==> src/rtl/player_pkg.sv <==
// -----------------------------------------------------------------------------
// player_pkg
// Shared types and constants for the player controller.
//   pstate_t  : lifecycle state codes, visible on the pstate output.
//   facing_t  : sprite facing direction.
//   KEY_*_DEF : default movement keycodes.
//   GAME_*    : game_on encodings (any value with bit 1 set is a pause).
//   max_int   : constant-expression helper for sizing the frame timer.
// -----------------------------------------------------------------------------
package player_pkg;

  typedef enum logic [2:0] {
    IDLE   = 3'd0,
    ALIVE  = 3'd1,
    HIT    = 3'd2,
    INVULN = 3'd3,
    OVER   = 3'd4
  } pstate_t;

  typedef enum logic [1:0] {
    FORWARD = 2'd0,
    LEFT    = 2'd1,
    RIGHT   = 2'd2
  } facing_t;

  localparam logic [7:0] KEY_LEFT_DEF  = 8'h50;
  localparam logic [7:0] KEY_RIGHT_DEF = 8'h4F;

  localparam logic [1:0] GAME_MENU  = 2'd0;
  localparam logic [1:0] GAME_PLAY  = 2'd1;
  localparam logic [1:0] GAME_PAUSE = 2'd2;

  function automatic int max_int(input int a, input int b);
    return (a > b) ? a : b;
  endfunction

endpackage

==> src/rtl/player_ctrl_fsm_frame_timer.sv <==
// -----------------------------------------------------------------------------
// frame_timer
// Loadable down-counter shared by the HIT freeze and the INVULN window.
// Ports:
//   clk, rst_n : frame clock, asynchronous active-low reset (count clears to 0)
//   i_load     : load i_value this frame (takes priority over i_en)
//   i_value    : value to load
//   i_en       : decrement this frame; the count stops at zero
//   o_count    : current count
//   o_zero     : count is zero
// -----------------------------------------------------------------------------
module frame_timer #(
  parameter int W = 7
) (
  input  logic         clk,
  input  logic         rst_n,
  input  logic         i_load,
  input  logic [W-1:0] i_value,
  input  logic         i_en,
  output logic [W-1:0] o_count,
  output logic         o_zero
);

  logic [W-1:0] r_count;

  always_ff @(posedge clk or negedge rst_n) begin
    if (!rst_n) begin
      r_count <= '0;
    end else if (i_load) begin
      r_count <= i_value;
    end else if (i_en && (r_count != '0)) begin
      r_count <= r_count - W'(1);
    end
  end

  assign o_count = r_count;
  assign o_zero  = (r_count == '0);

endmodule

==> src/rtl/player_ctrl_fsm.sv <==
// -----------------------------------------------------------------------------
// player_ctrl_fsm
// Per-frame player controller: horizontal position, facing, lives and the
// hit -> freeze -> respawn -> invulnerable lifecycle. Feeds the sprite
// renderer and game-state logic.
// Ports:
//   frame_clk  : frame-rate clock
//   Reset_n    : asynchronous active-low reset
//   keycode    : four keyboard slots, all scanned for the movement keys
//   game_on    : 0 menu, 1 play, 2/3 pause
//   level      : current level (selects the left wall)
//   collision  : ball/player overlap for this frame
//   PlayerX    : player left-reference X (registered)
//   facing     : 0 forward, 1 left, 2 right (registered)
//   pstate     : lifecycle state code (registered)
//   lives      : remaining lives (registered)
//   blink_hide : suppress the sprite this frame (INVULN blink)
//   game_over  : high while in OVER
// -----------------------------------------------------------------------------
module player_ctrl_fsm
  import player_pkg::*;
#(
  parameter int         X_W           = 10,
  parameter int         X_CENTER      = 320,
  parameter int         X_MIN         = 10,
  parameter int         X_MIN_WALL    = 130,
  parameter int         X_MAX         = 590,
  parameter int         SPRITE_W      = 43,
  parameter int         STEP          = 2,
  parameter int         WALL_LVL_LO   = 4,
  parameter int         WALL_LVL_HI   = 6,
  parameter int         LIVES         = 3,
  parameter int         LIVES_W       = 2,
  parameter int         DEATH_FRAMES  = 60,
  parameter int         INVULN_FRAMES = 120,
  parameter logic [7:0] KEY_LEFT      = KEY_LEFT_DEF,
  parameter logic [7:0] KEY_RIGHT     = KEY_RIGHT_DEF
) (
  input  logic               frame_clk,
  input  logic               Reset_n,
  input  logic [3:0][7:0]    keycode,
  input  logic [1:0]         game_on,
  input  logic [9:0]         level,
  input  logic               collision,
  output logic [X_W-1:0]     PlayerX,
  output logic [1:0]         facing,
  output logic [2:0]         pstate,
  output logic [LIVES_W-1:0] lives,
  output logic               blink_hide,
  output logic               game_over
);

  localparam int TIMER_W = $clog2(max_int(DEATH_FRAMES, INVULN_FRAMES));

  // Bounds are kept one bit wider than X so +/- STEP never wraps.
  localparam logic [X_W:0] LO_OPEN = (X_W + 1)'(X_MIN + SPRITE_W);
  localparam logic [X_W:0] LO_WALL = (X_W + 1)'(X_MIN_WALL + SPRITE_W);
  localparam logic [X_W:0] HI_LIM  = (X_W + 1)'(X_MAX - SPRITE_W);
  localparam logic [X_W:0] STEP_W  = (X_W + 1)'(STEP);

  pstate_t            r_state;
  facing_t            r_face;
  logic [X_W-1:0]     r_x;
  logic [LIVES_W-1:0] r_lives;

  logic               w_left, w_right, w_wall, w_pause;
  facing_t            w_dir;
  logic [X_W:0]       w_lo, w_x, w_cand, w_next_x;
  logic               w_t_load, w_t_en, w_t_zero;
  logic [TIMER_W-1:0] w_t_val, w_t_count;

  // Key scan over all four slots.
  // NOTE: combinational blocks use blocking '=' so later lines see earlier
  // results; registers use '<=' so every flop samples pre-edge values.
  always_comb begin
    w_left  = 1'b0;
    w_right = 1'b0;
    for (int i = 0; i < 4; i++) begin
      if (keycode[i] == KEY_LEFT)  w_left  = 1'b1;
      if (keycode[i] == KEY_RIGHT) w_right = 1'b1;
    end
  end

  assign w_dir   = (w_left && !w_right) ? LEFT :
                   (w_right && !w_left) ? RIGHT : FORWARD;
  assign w_wall  = (level >= 10'(WALL_LVL_LO)) && (level <= 10'(WALL_LVL_HI));
  assign w_lo    = w_wall ? LO_WALL : LO_OPEN;
  assign w_pause = (game_on & GAME_PAUSE) != 2'b00;
  assign w_x     = {1'b0, r_x};

  // Step and clamp against the bounds of this very frame. Clamping even with
  // no key held is what snaps the player out of a freshly raised wall.
  always_comb begin
    // NOTE: every path assigns a default first, so no latch is inferred.
    w_cand   = w_x;
    w_next_x = w_x;
    unique case (w_dir)
      LEFT:    w_cand = (w_x >= w_lo + STEP_W) ? (w_x - STEP_W) : w_lo;
      RIGHT:   w_cand = w_x + STEP_W;
      default: w_cand = w_x;
    endcase
    if (w_cand < w_lo)       w_next_x = w_lo;
    else if (w_cand > HI_LIM) w_next_x = HI_LIM;
    else                      w_next_x = w_cand;
  end

  // Timer control mirrors the state decisions made in the FSM below.
  always_comb begin
    w_t_load = 1'b0;
    w_t_val  = '0;
    w_t_en   = 1'b0;
    if (game_on == GAME_MENU) begin
      w_t_load = 1'b1;
    end else if (!w_pause) begin
      unique case (r_state)
        ALIVE: begin
          if (collision) begin
            w_t_load = 1'b1;
            w_t_val  = TIMER_W'(DEATH_FRAMES - 1);
          end
        end
        HIT: begin
          if (!w_t_zero)              w_t_en = 1'b1;
          else if (r_lives != '0) begin
            w_t_load = 1'b1;
            w_t_val  = TIMER_W'(INVULN_FRAMES - 1);
          end
        end
        INVULN:  w_t_en = 1'b1;
        default: ;
      endcase
    end
  end

  frame_timer #(.W(TIMER_W)) u_timer (
    .clk     (frame_clk),
    .rst_n   (Reset_n),
    .i_load  (w_t_load),
    .i_value (w_t_val),
    .i_en    (w_t_en),
    .o_count (w_t_count),
    .o_zero  (w_t_zero)
  );

  always_ff @(posedge frame_clk or negedge Reset_n) begin
    if (!Reset_n) begin
      r_state <= IDLE;
      r_x     <= X_W'(X_CENTER);
      r_face  <= FORWARD;
      r_lives <= LIVES_W'(LIVES);
    end else if (game_on == GAME_MENU) begin
      r_state <= IDLE;
      r_x     <= X_W'(X_CENTER);
      r_face  <= FORWARD;
      r_lives <= LIVES_W'(LIVES);
    end else if (r_state == IDLE) begin
      if (game_on == GAME_PLAY) r_state <= ALIVE;
    end else if (!w_pause) begin
      unique case (r_state)
        ALIVE: begin
          r_face <= w_dir;
          if (collision) begin
            r_state <= HIT;
            if (r_lives != '0) r_lives <= r_lives - LIVES_W'(1);
          end else begin
            r_x <= w_next_x[X_W-1:0];
          end
        end
        HIT: begin
          if (w_t_zero) begin
            if (r_lives == '0) begin
              r_state <= OVER;
            end else begin
              r_state <= INVULN;
              r_x     <= X_W'(X_CENTER);
            end
          end
        end
        INVULN: begin
          r_face <= w_dir;
          r_x    <= w_next_x[X_W-1:0];
          if (w_t_zero) r_state <= ALIVE;
        end
        default: ;
      endcase
    end
  end

  assign PlayerX    = r_x;
  assign facing     = r_face;
  assign pstate     = r_state;
  assign lives      = r_lives;
  assign game_over  = (r_state == OVER);
  assign blink_hide = (r_state == INVULN) && w_t_count[3];

endmodule

==> config.mk <==
export PLATFORM = sky130hd
export DESIGN_NAME = player_ctrl_fsm
export DESIGN_NICKNAME = d
export VERILOG_FILES = /design/src/rtl/player_pkg.sv /design/src/rtl/player_ctrl_fsm_frame_timer.sv /design/src/rtl/player_ctrl_fsm.sv
export SDC_FILE = /design/constraint.sdc
export NUM_CORES = 1
export LEC_CHECK = 0
export CAP_MARGIN = 20
export CORE_MARGIN = 2
export CORE_UTILIZATION = 50
export DETAILED_ROUTE_END_ITERATION = 10
export PLACE_DENSITY = 0.93
export SETUP_SLACK_MARGIN = 0.02
export SYNTH_ARGS = -nofsm -noshare
export SYNTH_HDL_FRONTEND = slang
export SYNTH_SLANG_ARGS = --single-unit
==> constraint.sdc <==
create_clock -name frame_clk -period 4.3 [get_ports frame_clk]
set_input_delay 0.645 -clock frame_clk [delete_from_list [all_inputs] [get_ports frame_clk]]
set_output_delay 0.645 -clock frame_clk [all_outputs]
set_load 0.03 [all_outputs]
Word-level counts from Yosys, hierarchy flattened
Cells that the tools add are included.
- input port bits: 47
- bits in registers: 24
- output and inout bits: 19
- add/sub/neg operators: 5
- eq/ne operators: 25
- $lt $le $gt $ge: 5
- reduce and logical (&&, ||, !) cells: 25
- muxes and demuxes: 59
- operator list (kind ; count):
    10-bit two-way mux ; 8
    8-bit by 7-bit == test with 1-bit output (second input constant) ; 8
    7-bit two-way mux ; 6
    10-bit case mux with 3 select lines ; 1
    2-bit two-way mux ; 12
    3-bit two-way mux ; 8
    11-bit case mux with 2 select lines ; 1
    1-bit two-way mux ; 16
    7-bit case mux with 2 select lines ; 1
    4-bit != test (second input constant) ; 3
    6-bit AND reduction ; 2
    2-bit nonzero test ; 6
    10-bit by 2-bit adder with 11-bit output (second input constant) ; 1
    11-bit by 10-bit greater-than comparator with 1-bit output (second input constant) ; 1
    11-bit by 8-bit < comparator with 1-bit output ; 1
    11-bit two-way mux ; 1
    10-bit by 2-bit subtractor with 11-bit output (second input constant) ; 1
    10-bit by 3-bit >= comparator with 1-bit output (second input constant) ; 1
    10-bit by 9-bit >= comparator with 1-bit output ; 1
    10-bit by 3-bit <= comparator with 1-bit output (second input constant) ; 1
    8-bit by 2-bit adder with 9-bit output (second input constant) ; 1
    3-bit != test (second input constant) ; 3
    3-bit case mux with 3 select lines ; 1
    8-bit two-way mux ; 1
    24 further kinds ; 33

Longest topological paths before layout
- depth after elaboration: 19
- mapped depth: 17
- depth with buffers taken out: 17

Modules after synthesis
Synthesis repeated with hierarchy kept, for this count alone.
- cells, all modules: 321
- area, all modules: 2558.7 sq um
- by module, submodules not included (module ; cells an instance ; instances ; area an instance (sq um)):
    player_ctrl_fsm ; 269 ; 1 ; 2097.0
    frame_timer ; 52 ; 1 ; 461.7

Worst setup path before layout
OpenSTA, ideal clock, no wires.
- path kind: input port to flip-flop
- start point: in level[8]
- end point: reg r_x[7] (netlist: PlayerX[7])
- stages on the path: 17
- arrival time: 4181 ps
- path buffers: 1
- setup time: 126 ps
- data required time: 4174 ps
- path slack: -7 ps
- path through: nor4b_1 -> and3_1 -> clkbuf_1 -> inv_1 -> ha_1 -> a2111oi_4 -> o21ai_2 -> o221ai_1 -> o311a_1 -> inv_1 -> ha_1 -> o311ai_0 -> a31oi_1 -> a221oi_1 -> o22ai_2 -> or2_4 -> a221o_1
- cells in the longest elaborated chain, start to end: 15
- elaborated cells on any way between the ends: 17
- classes of those cells: 1 x add/sub; 5 x order compare; 10 x mux; 1 x reduce/logical
- RTL lines (element ; line ; source):
    start: declaration ; player_ctrl_fsm.sv:43 ; input logic [9:0] level,
    10-bit by 3-bit >= comparator with 1-bit output or 10-bit by 3-bit <= comparator with 1-bit output (tied branches) ; player_ctrl_fsm.sv:86 ; assign w_wall = (level >= 10'(WALL_LVL_LO)) && (level <= 10'(WALL_LVL_HI));
    1-bit logical AND (*) ; player_ctrl_fsm.sv:86 ;
    8-bit two-way mux (*) ; player_ctrl_fsm.sv:87 ; assign w_lo = w_wall ? LO_WALL : LO_OPEN;
    8-bit by 2-bit adder with 9-bit output ; player_ctrl_fsm.sv:98 ; LEFT: w_cand = (w_x >= w_lo + STEP_W) ? (w_x - STEP_W) : w_lo;
    10-bit by 9-bit >= comparator with 1-bit output ; player_ctrl_fsm.sv:98 ;
    11-bit two-way mux ; player_ctrl_fsm.sv:98 ;
    11-bit case mux with 2 select lines ; player_ctrl_fsm.sv:97 ; unique case (w_dir)
    11-bit by 10-bit greater-than comparator with 1-bit output ; player_ctrl_fsm.sv:103 ; else if (w_cand > HI_LIM) w_next_x = HI_LIM;
    10-bit two-way mux ; player_ctrl_fsm.sv:103 ;
    10-bit two-way mux (*) ; player_ctrl_fsm.sv:102 ; if (w_cand < w_lo) w_next_x = w_lo;
    10-bit two-way mux ; player_ctrl_fsm.sv:162 ; if (collision) begin
    10-bit case mux with 3 select lines (*) ; player_ctrl_fsm.sv:159 ; unique case (r_state)
    10-bit two-way mux (*) ; player_ctrl_fsm.sv:158 ; end else if (!w_pause) begin
    10-bit two-way mux (*) ; player_ctrl_fsm.sv:156 ; end else if (r_state == IDLE) begin
    10-bit two-way mux (*) ; player_ctrl_fsm.sv:151 ; end else if (game_on == GAME_MENU) begin
    end signal: assignment ; player_ctrl_fsm.sv:148 ; r_x <= X_W'(X_CENTER);
    end signal: assignment ; player_ctrl_fsm.sv:153 ; r_x <= X_W'(X_CENTER);
    end signal: assignment ; player_ctrl_fsm.sv:166 ; r_x <= w_next_x[X_W-1:0];
    end: declaration ; player_ctrl_fsm.sv:63 ; logic [X_W-1:0] r_x;
Mark *: on every way between the ends. The rest lies on a longest branch, timed or not. The select of a mux whose other input is x is not followed.
A chain may end at the register's enable or synchronous reset.

Worst setup path after layout
- start point: in level[4]
- end point: reg r_x[7] (netlist: PlayerX[7])
The elaborated chain is that of the path after synthesis.

==> flow_summary.ini <==
[timing]
relSlewSlack_pct = 40.6
worst_pin_slew_ps = 891
maxSlewViolCount = 0
fmax_mhz = 235
fin_crit_sh_pct = 99.0
setup_viol = 0
hold_viol_final = 0
period_needed_ps = 4260
fin_skew_ps = 10.7
fin_hold_ws_ps = 506
setup_tns_ps = 0

[clock_network]
holdBufCountCts = 0
cts_tree = built
clockBufferDepth = 2
cts_num_sinks = 24
path_clk_slew_ps = 80
root_buffer = clkbuf_8
htreeDepth = 1
clock_latency_ps = 260
numCtsBuffers = 3

[cells_and_area]
antennaDiodeCount = 0
seq_area_um2 = 606
nFillCells = 336
multiInputGateArea_um2 = 1890
syn_to_final_growth_pct = 42.9
fin_area_um2 = 3590
drive_gt1_share_pct = 17.0
fin_util_pct = 74.9
nNetsFinal = 461

[floorplanning]
io_pins = 66
initial_core_util_pct = 52.4
die_w_um = 74.9
die-area_um2 = 5600
rows = 25
core_um2 = 4790
die_y_um = 74.9

[place]
dp_hpwl_mm = 5.70
gp_congestion = 0.976
dpl-instance-area_um2 = 3340
portBuffers = 65

[routing]
via_per_inst = 6.59
routed_wl_mm = 8.29
drtIter0Drc = 427
via_count = 3079
dr.pass1.iters = 5
ant_nets = 0
drc_errors = 0
avgRoutedWirePerCell_um = 17.8

[logic_synthesis]
synth_xor_xnor_area_share_pct = 1.05
synth-adder-area-share_pct = 6.48
synth_area_um2 = 2510
synth-compound-area-share_pct = 30.2
synth_enable_flop_cells = 0
synth-warning-count = 0
seq_area_frac_synth_pct = 24.1
synth_top_family_by_area = simple AND/OR/NAND/NOR gates
synth_cell_types = 74
syn_nets = 381
avgSynthCellArea_um2 = 7.82
async_reset_ff_share_pct = 100
ys_dominant_reg_cell = dfrtp_1
muxShareOfSynthArea_pct = 2.04
synth-simple-area-share_pct = 30.4
netlist_instances = 321
synth-seq-cells = 24

[worst_setup_path]
critPathMaxFanout = 6
critPathLaunchType = primary input
cp-end-kind = flop
path_class = in -> reg
arrival_ps = 4390
cp.required_ps = 4440

[grt]
grt_max_degree = 25
overflow = 0
antenna_found_initial = 0
grt_pass1_vias = 2745
grt_pass1_wl_mm = 12.2
grtUsageTotal_pct = 27.4

[power_and_ir_drop]
power_density_nw_per_um2 = 258
vdd_drop_max_uv = 327
p_leak_uw = 0.00150

[job]
maxCapViolations = 0

[hold_path]
hold_class = reg -> reg

[outcome]
outcome = finished clean
==> cells in the mapped netlist, types with 5 or more instances <==
cell | n | area (µm²)
nand2b_1 | 7 | 43.8
o21ai_1 | 5 | 25.0
inv_1 | 14 | 52.6
a21oi_1 | 25 | 125
ha_1 | 13 | 163
nor4_1 | 9 | 56.3
a31oi_1 | 8 | 50.1
nor2_1 | 20 | 75.1
nand4_1 | 12 | 75.1
nand2_1 | 37 | 139
dfrtp_1 | 20 | 500
clkbuf_1 | 14 | 52.6
nor3_1 | 15 | 75.1
nor3b_1 | 5 | 37.5
o21ai_0 | 5 | 25.0
==> metrics by stage <==
stage                     setup WS (ps)  total power (µW)  std cells
after floorplan                    87.5               624        321
after global placement             -158               757        458
after detailed placement           -345               773        458
after CTS                          54.1               909        462
after global routing               -116               993        467
final                              44.6               927        467
==> power by group <==
group	leakage, µW	internal (µW)	switching [µW]
Sequential	0.000310	275	64.0
Clock	0.0000228	66.1	67.1
Combinational	0.00117	198	256
Total	0.00150	539	387
==> per-layer routing <==
layer / vias to the layer above / share of wire, % / track usage (%) / wire, µm
met2: 197 / 48 / 44.9 / 4020
met3: 44 / 7.7 / 4.82 / 635
met4: 0 / 3.3 / 8.33 / 271
met1: 1442 / 41 / 36.8 / 3370
li1: 1396 / - / - / -
met5: - / 0 / 0 / 0
==> timing repair <==
item / 4_1_cts / 5_1_grt
pin swaps: 1 / 19
setup buffers: 0 / 4
gates resized for setup: 1 / 24
endpoints found under the setup margin: 4 / 8
==> flip-flops by register name, indices dropped and copies added, names as in the netlist <==
signal	cells
pstate	3
PlayerX	10
facing	2
lives	2
u_timer.o_count	7
==> worst paths after layout <==
path                       startpoint    endpoint  slack (ps)  cells after the start
max in group asynchronous     Reset_n    lives[0]        3070                      2
max                          level[4]  PlayerX[7]          40                     17
min                         facing[0]   facing[0]         510                      1
max reg2reg                PlayerX[4]  PlayerX[7]         670                     13
min reg2reg                 facing[0]   facing[0]         510                      1
min in group asynchronous     Reset_n  PlayerX[7]         710                      1
==> logic make-up (layout without fill, tap and decap cells) <==
group                    after synthesis  count (layout)
buffers and inverters                 35             114
XOR/XNOR                               3               3
multiplexers                           5               5
AND/OR/NAND/NOR                      140             140
adder cells (fa/ha/maj)               13              13
flip-flops                            24              24
AO/OA/AOI/OAI                        101             101
==> worst max-delay path: stages <==
cell	delay (ps)
clkdlybuf4s50_1	420
nor4_2	240
and3_4	240
buf_4	170
ha_1	250
a21oi_1	300
o21a_1	190
nand2_2	80
o311a_1	330
inv_1	130
ha_4	220
o311ai_1	80
a31oi_1	90
a221oi_2	290
o22ai_2	110
or2_4	290
a221o_1	330
==> layout by cell type (no fill, tap or decap), types with 4 or more instances in the layout <==
cell type,count
a21oi_1,25
nand4_1,12
a41o_1,4
a31oi_1,8
ha_1,9
ha_4,4
nand2_1,36
nand2b_1,7
nor2b_1,4
o21ai_1,5
dfstp_2,4
mux2i_1,4
nor2_1,20
nor3b_1,5
nand3_1,4
inv_1,13
nor3_1,15
dlymetal6s2s_1,4
o21ai_0,4
nor4_1,8
a22o_1,4
clkdlybuf4s50_1,61
o31ai_1,4
buf_4,28
dfrtp_1,20
==> cell type report <==
type / instances / share of cell area (%)
clock buffer: 4 / 1.26
inverter: 15 / 1.57
sequential: 24 / 16.9
multi-input combinational: 262 / 52.6
timing repair buffer: 95 / 25.4
tap: 67 / 2.34
No activity file was read; power rests on OpenSTA's default activity.
